[config.mk]
export PLATFORM = sky130hd
export DESIGN_NAME = eth_tx_framer
export DESIGN_NICKNAME = d
export VERILOG_FILES = /design/src/rtl/eth_pkg.sv /design/src/rtl/eth_tx_framer.sv
export SDC_FILE = /design/constraint.sdc
export NUM_CORES = 1
export LEC_CHECK = 0
export ABC_AREA = 1
export CORE_MARGIN = 2
export CORE_UTILIZATION = 48
export CTS_BUF_LIST = sky130_fd_sc_hd__clkbuf_4 sky130_fd_sc_hd__clkbuf_8 sky130_fd_sc_hd__clkbuf_16
export DETAILED_ROUTE_END_ITERATION = 8
export GPL_TIMING_DRIVEN = 0
export PLACE_DENSITY = 0.83
export SLEW_MARGIN = 20
export SYNTH_ARGS = -nofsm -noshare
export SYNTH_HDL_FRONTEND = slang
export SYNTH_SLANG_ARGS = --single-unit
[constraint.sdc]
create_clock -name aclk -period 1.8 [get_ports aclk]
set_clock_uncertainty 0.2 [all_clocks]
set_input_delay 0.27 -clock aclk [delete_from_list [all_inputs] [get_ports aclk]]
set_output_delay 0.27 -clock aclk [all_outputs]
set_load 0.01 [all_outputs]
[src/rtl/eth_pkg.sv]
// Shared types and constants for the GMII transmit framer.
package eth_pkg;

    localparam logic [7:0] ETH_PREAMBLE = 8'h55;
    localparam logic [7:0] ETH_SFD      = 8'hD5;

    typedef enum logic [2:0] {
        StIdle,
        StPreamble,
        StSfd,
        StPayload,
        StAbort,
        StDrain,
        StIfg
    } eth_tx_state_e;

    function automatic int unsigned max_u(input int unsigned a, input int unsigned b);
        return (a > b) ? a : b;
    endfunction

endpackage

[src/rtl/eth_tx_framer.sv]
// GMII-side TX framer: preamble + SFD + AXI-Stream payload, underrun/error flagging and
// an enforced inter-frame gap. Wire outputs lag the FSM decision by one registered cycle.
module eth_tx_framer
    import eth_pkg::*;
#(
    parameter int unsigned PREAMBLE_LEN  = 7,
    parameter logic [7:0]  PREAMBLE_BYTE = ETH_PREAMBLE,
    parameter logic [7:0]  SFD_BYTE      = ETH_SFD,
    parameter int unsigned IFG_LEN       = 12
) (
    input  logic       aclk,
    input  logic       aresetn,
    input  logic [7:0] s_axis_tdata,
    input  logic       s_axis_tvalid,
    output logic       s_axis_tready,
    input  logic       s_axis_tlast,
    input  logic       s_axis_tuser,
    output logic [7:0] gmii_txd,
    output logic       gmii_tx_en,
    output logic       gmii_tx_er,
    output logic       busy,
    output logic       frame_done
);

    localparam int unsigned CntMax = max_u(PREAMBLE_LEN, IFG_LEN);
    localparam int unsigned CntW   = $clog2(CntMax + 1);

    localparam logic [CntW-1:0] CntPre = CntW'(PREAMBLE_LEN);
    localparam logic [CntW-1:0] CntIfg = CntW'(IFG_LEN);
    localparam logic [CntW-1:0] CntOne = CntW'(1);

    if (PREAMBLE_LEN < 1 || PREAMBLE_LEN > 15) begin : g_bad_preamble_len
        $error("eth_tx_framer: PREAMBLE_LEN must be in 1..15");
    end
    if (IFG_LEN < 1 || IFG_LEN > 255) begin : g_bad_ifg_len
        $error("eth_tx_framer: IFG_LEN must be in 1..255");
    end

    eth_tx_state_e   state_q, state_d;
    logic [CntW-1:0] cnt_q, cnt_d;
    logic [7:0]      txd_q, txd_d;
    logic            tx_en_q, tx_en_d;
    logic            tx_er_q, tx_er_d;
    logic            frame_done_q, frame_done_d;

    always_ff @(posedge aclk or negedge aresetn) begin
        if (!aresetn) begin
            state_q      <= StIdle;
            cnt_q        <= '0;
            txd_q        <= '0;
            tx_en_q      <= 1'b0;
            tx_er_q      <= 1'b0;
            frame_done_q <= 1'b0;
        end else begin
            state_q      <= state_d;
            cnt_q        <= cnt_d;
            txd_q        <= txd_d;
            tx_en_q      <= tx_en_d;
            tx_er_q      <= tx_er_d;
            frame_done_q <= frame_done_d;
        end
    end

    always_comb begin
        state_d      = state_q;
        cnt_d        = cnt_q;
        txd_d        = 8'h00;
        tx_en_d      = 1'b0;
        tx_er_d      = 1'b0;
        frame_done_d = 1'b0;

        case (state_q)
            StIdle: begin
                if (s_axis_tvalid) begin
                    state_d = StPreamble;
                    cnt_d   = CntPre;
                end
            end
            StPreamble: begin
                txd_d   = PREAMBLE_BYTE;
                tx_en_d = 1'b1;
                if (cnt_q == CntOne) begin
                    state_d = StSfd;
                end else begin
                    cnt_d = cnt_q - CntOne;
                end
            end
            StSfd: begin
                txd_d   = SFD_BYTE;
                tx_en_d = 1'b1;
                state_d = StPayload;
            end
            StPayload: begin
                tx_en_d = 1'b1;
                if (s_axis_tvalid) begin
                    txd_d   = s_axis_tdata;
                    tx_er_d = s_axis_tuser;
                    if (s_axis_tlast) begin
                        state_d = StIfg;
                        cnt_d   = CntIfg;
                    end
                end else begin
                    // Underrun: one poisoned 00 octet, then drop the rest of the frame.
                    tx_er_d = 1'b1;
                    state_d = StAbort;
                end
            end
            StAbort: begin
                state_d = StDrain;
            end
            StDrain: begin
                if (s_axis_tvalid && s_axis_tlast) begin
                    state_d      = StIfg;
                    cnt_d        = CntIfg;
                    frame_done_d = 1'b1;
                end
            end
            StIfg: begin
                // Drained frames already pulsed on tlast; normal frames pulse on the first idle octet.
                frame_done_d = (cnt_q == CntIfg) && !frame_done_q;
                if (cnt_q == CntOne) begin
                    // Going straight to preamble keeps back-to-back gaps at exactly IFG_LEN.
                    if (s_axis_tvalid) begin
                        state_d = StPreamble;
                        cnt_d   = CntPre;
                    end else begin
                        state_d = StIdle;
                        cnt_d   = '0;
                    end
                end else begin
                    cnt_d = cnt_q - CntOne;
                end
            end
            default: begin
                state_d = StIdle;
                cnt_d   = '0;
            end
        endcase
    end

    assign s_axis_tready = (state_q == StPayload) || (state_q == StDrain);
    assign busy          = (state_q != StIdle);
    assign gmii_txd      = txd_q;
    assign gmii_tx_en    = tx_en_q;
    assign gmii_tx_er    = tx_er_q;
    assign frame_done    = frame_done_q;

endmodule

-- Word level (Yosys, flattened, before mapping)
Index checks and enable logic that the tools add are counted.
- bits in registers: 18
- bits of input ports: 13
- equal/unequal tests: 16
- bitwise logic cells: 1
- add/sub/neg operators: 1
- mux-type cells: 23
- reduce and logical (&&, ||, !) cells: 10
- operators by type and width (operator ; count):
    two-way mux 4 bit ; 6
    case mux 4 bit (6 select lines) ; 1
    case mux 8 bit (3 select lines) ; 1
    two-way mux 3 bit ; 7
    case mux 3 bit (7 select lines) ; 1
    != test 2 bit, second input constant ; 7
    equality test 3 bit, second input constant ; 3
    two-way mux 8 bit ; 1
    equality test 3 x 2 -> 1 bit, second input constant ; 2
    AND reduction 6 bit ; 1
    two-way mux 1 bit ; 5
    AND reduction 5 bit ; 1
    equality test 4 x 1 -> 1 bit, second input constant ; 1
    equality test 4 bit, second input constant ; 1
    subtractor 4 x 1 -> 4 bit, second input constant ; 1
    equality test 3 x 1 -> 1 bit, second input constant ; 1
    zero test 3 bit ; 1
    != test 3 bit, second input constant ; 1
    nonzero test 3 bit ; 1
    OR reduction 3 bit ; 1
    logical AND 1 bit ; 2
    case mux 1 bit (2 select lines) ; 1
    OR reduction 2 bit ; 1
    zero test 1 bit ; 1
    other kinds (2) ; 2

-- Longest topological paths before layout
- depth after elaboration: 4
- mapped depth: 10
- depth with buffers taken out: 10

-- Worst setup path after synthesis
OpenSTA, ideal clock, no wires.
- path kind: register to register
- start: reg state_q[2]
- end: reg cnt_q[0]
- setup time: 0.116 ns
- period minus slack after synthesis: 1.385 ns
- data required time: 1.484 ns
- cell stages (with the launch flop): 8
- setup slack: 0.415 ns
- data arrival time: 1.069 ns
- buffers on the path: 1
- cells stage by stage: dfrtp_1 buf_6 nor2_2 nand3_2 o21ai_2 nor2_1 nand2_1 nand2_1
- word-level cells in the longest chain between the ends: 4
- elaborated cells on any way between the ends: 16
- those cells by class: 11 x eq/ne; 1 x mux; 1 x bitwise; 3 x reduce/logical
- ends and longest elaborated chain (what ; line ; RTL):
    start, declared ; eth_tx_framer.sv:39 ; eth_tx_state_e state_q, state_d;
    start signal, assigned ; eth_tx_framer.sv:48 ; state_q <= StIdle;
    start signal, assigned ; eth_tx_framer.sv:55 ; state_q <= state_d;
    equality test 3 bit / equality test 3 x 2 -> 1 bit (equally long branches) ; eth_tx_framer.sv:72 ; case (state_q)
    OR reduction 2 bit (no line) ; -- ;
    inverter 1 bit (no line) ; -- ;
    AND reduction 6 bit (no line) ; -- ;
    end signal, assigned ; eth_tx_framer.sv:56 ; cnt_q <= cnt_d;
    end, declared ; eth_tx_framer.sv:40 ; logic [CntW-1:0] cnt_q, cnt_d;
Parallel ways exist; a longest one is shown, timed or not.
A chain may end at the register's enable or synchronous reset.

-- Worst setup path in the final report
- start: reg state_q[2]
- end: out busy
- word-level cells in the longest chain between the ends: 1
- ends and longest elaborated chain (what ; line ; RTL):
    nonzero test 3 bit ; eth_tx_framer.sv:142 ; assign busy = (state_q != StIdle);
    end, declared ; eth_tx_framer.sv:21 ; output logic busy,
Every way passes these cells.

==> flow_summary_export.csv <==
group,metric,value,unit
floorplan,die_h,51.6,µm
cts,cts_tree,"built",
floorplan,fp.coreArea,2170,µm²
global_routing,antenna_found_initial,0,
critical_path,critPathSlowestCell,"dfrtp_1",
pwr,power_leakage,0.773,nW
global_routing,grt_pass1_vias,1043,
global_routing,grt_use_total,21.8,%
routing,drt-total-wl,2620,µm
cells_and_area,n_antenna_cell,0,
critical_path,end_kind,"primary output",
cells_and_area,mostFrequentLayoutCells,"nand2_1, clkdlybuf4s50_1, dfrtp_1, nor2_1",
critical_path,required,1.33,ns
routing,first_iter_violations,33,
cells_and_area,drive_above_1_share,19.7,%
cells_and_area,layout_commonest_cell,"nand2_1",
cts,cts_sinks,18,
critical_path,path_class,"register to primary output",
critical_path,crit_chain,"buf_6 -> nor2_4 -> nand2_1 -> clkdlybuf4s15_1",
timing,hold_viol_final,0,
timing,fmax,579,MHz
global_routing,grt_overflow,0,
critical_path,cp-start-kind,"register",
routing,avgViaCountPerCell,5.14,
run,max_cap_viol_count,0,
critical_path,path_buf_inv,2,
cts,clock-root-buffer,"clkbuf_4",
global_routing,grt_max_degree,19,
routing,vias,1085,
place,hpwl,1930,µm
routing,drtPass1Iterations,4,
critical_path,crit_arrival,1.26,ns
floorplan,dieArea,2660,µm²
timing,period_needed,1.73,ns
cells_and_area,final_area,1490,µm²
critical_path,worst_path_largest_cell_delay,0.39,ns
outcome,outcome,"completed",
critical_path,path_max_fanout,8,
logic_synthesis,synth_top_area_share,41.5,%
logic_synthesis,yosys_warnings,0,
place,placed_cells,201,
cts,clockBufferDepth,2,
logic_synthesis,ys_ff_latch,18,
timing,final-max-slew-violation-count,0,
min_path,hold_class,"input port to async pin",
routing,wl_per_cell,12.4,µm
place,pre_cts_slack,-0.141,ns
timing,finalSetupTns,0,ns
cells_and_area,area_growth,37.4,%
logic_synthesis,ys_types,20,
logic_synthesis,syn_area,1090,µm²
routing,ant_nets,0,
floorplan,io_pins,26,
global_routing,grt_pass1_wl,4370,µm
critical_path,crit_family,"flip-flops",
cells_and_area,fillers,187,
timing,setup_viol,0,
floorplan,dieWidth,51.6,µm
place,post_dp_cell_area,1370,µm²
timing,slew_headroom,45.8,%
timing,fin_crit_sh,96.0,%
routing,drc,0,
timing,tightest_slew,0.811,ns
cts,cts_made_buffers,3,
logic_synthesis,synthTopCellsByArea,"dfrtp_1, nand2_1, nand3_1",
logic_synthesis,avgSynthCellArea,7.34,µm²
logic_synthesis,yosysSeqAreaShare,41.5,%
logic_synthesis,synthCells,148,
logic_synthesis,synth_fp_nets,163,
cells_and_area,fin_nets,199,
pwr,ir_drop,1.06,mV
floorplan,row_count,17,
cts,clk_pin_slew,0.10,ns
cells_and_area,fin_cells,211,
timing,fin_ws,0.0717,ns
place,gp_congestion,0.893,
cts,htreeDepth,1,
logic_synthesis,synth_top_area_cell,"dfrtp_1",
floorplan,initial_utilization,50.1,%
cts,insertion_delay,0.30,ns
pwr,power_density,1760,nW/µm²
place,port_buffers,25,
logic make-up (layout without fill, tap and decap cells):
group	after synthesis	in the layout	share of synthesized area (%)
compound gates	11	11	6.45
buf+inv	18	53	7.60
flops	18	18	41.5
simple gates	99	99	42.2
fa+ha+maj	2	2	2.30
final cells by class:
| class | instances | area, µm² | share of cell area (%) |
|---|---|---|---|
| plain buffers | 3 | 30.0 | 2.01 |
| clock buffers | 4 | 36.3 | 2.43 |
| multi-input cells | 112 | 573 | 38.4 |
| well taps | 28 | 35.0 | 2.35 |
| repair buffers | 31 | 303 | 20.3 |
| flip-flops and latches | 18 | 452 | 30.3 |
| inverters | 15 | 63.8 | 4.27 |
registers in the layout, summed over array words and instances, names as in the netlist:
register    count
state_q         3
gmii_tx_en      1
frame_done      1
gmii_txd        8
gmii_tx_er      1
cnt_q           4
synth_stat cells (all sizes together):
| library cell | count |
|---|---|
| a211oi | 1 |
| a21oi | 3 |
| buf | 3 |
| dfrtp | 18 |
| ha | 2 |
| inv | 15 |
| nand2 | 65 |
| nand3 | 16 |
| nor2 | 18 |
| o21ai | 5 |
| o21bai | 2 |
path summary, 6_finish.rpt:
kind | start | to | slack [ns] | cells after the start
min in group aclk | s_axis_tdata[1] | gmii_txd[1] | 0.31 | 3
hold / removal | aresetn | gmii_tx_en | 0.23 | 1
setup / recovery | state_q[2] | busy | 0.07 | 4
setup reg to reg | state_q[0] | cnt_q[1] | 0.20 | 9
hold reg to reg | cnt_q[1] | cnt_q[1] | 0.33 | 2
max in group asynchronous | aresetn | state_q[1] | 0.62 | 1
worst register-to-register path, cell delays in order, from the launching register on:
cell and delay [ns]:
dfrtp_1 0.39, buf_6 0.14, nand2_4 0.09, nor2_8 0.05, buf_4 0.15, nand2_2 0.07
nand3_2 0.07, nor2_1 0.23, nand2_1 0.09, nand2_1 0.07
per-layer routing:
layer  up-vias  part of all wire, %  global-route usage, %
met5         -                    0                      0
met4         0                  2.2                   10.5
met3         7                  4.3                   2.30
met2        35                   51                   40.2
met1       516                   42                   25.0
li1        527                    -                      -
what timing repair did:
item                                    CTS  global route
gates resized for setup                  12             3
hold buffers                              0             0
pin swaps                                 3             2
buffers inserted                          4             2
endpoints found under the setup margin    2             2
through the flow:
| stage | hold slack [ns] | util, % | power [W] |
|---|---|---|---|
| 2_1_floorplan | -0.226 | - | 0.00171 |
| 3_3_place_gp | 0.295 | 63.2 | 0.00213 |
| 3_5_place_dp | 0.296 | 63.2 | 0.00219 |
| 4_1_cts | 0.245 | 67.2 | 0.00255 |
| 5_1_grt | 0.310 | 68.8 | 0.00285 |
| 6_report | 0.227 | 68.8 | 0.00263 |
power breakdown:
part           internal (W)  switching (W)
Clock              0.000124       0.000130
Combinational      0.000730       0.000962
Sequential         0.000575       0.000113
Total               0.00143        0.00121
(Power assumes the default switching activity.)
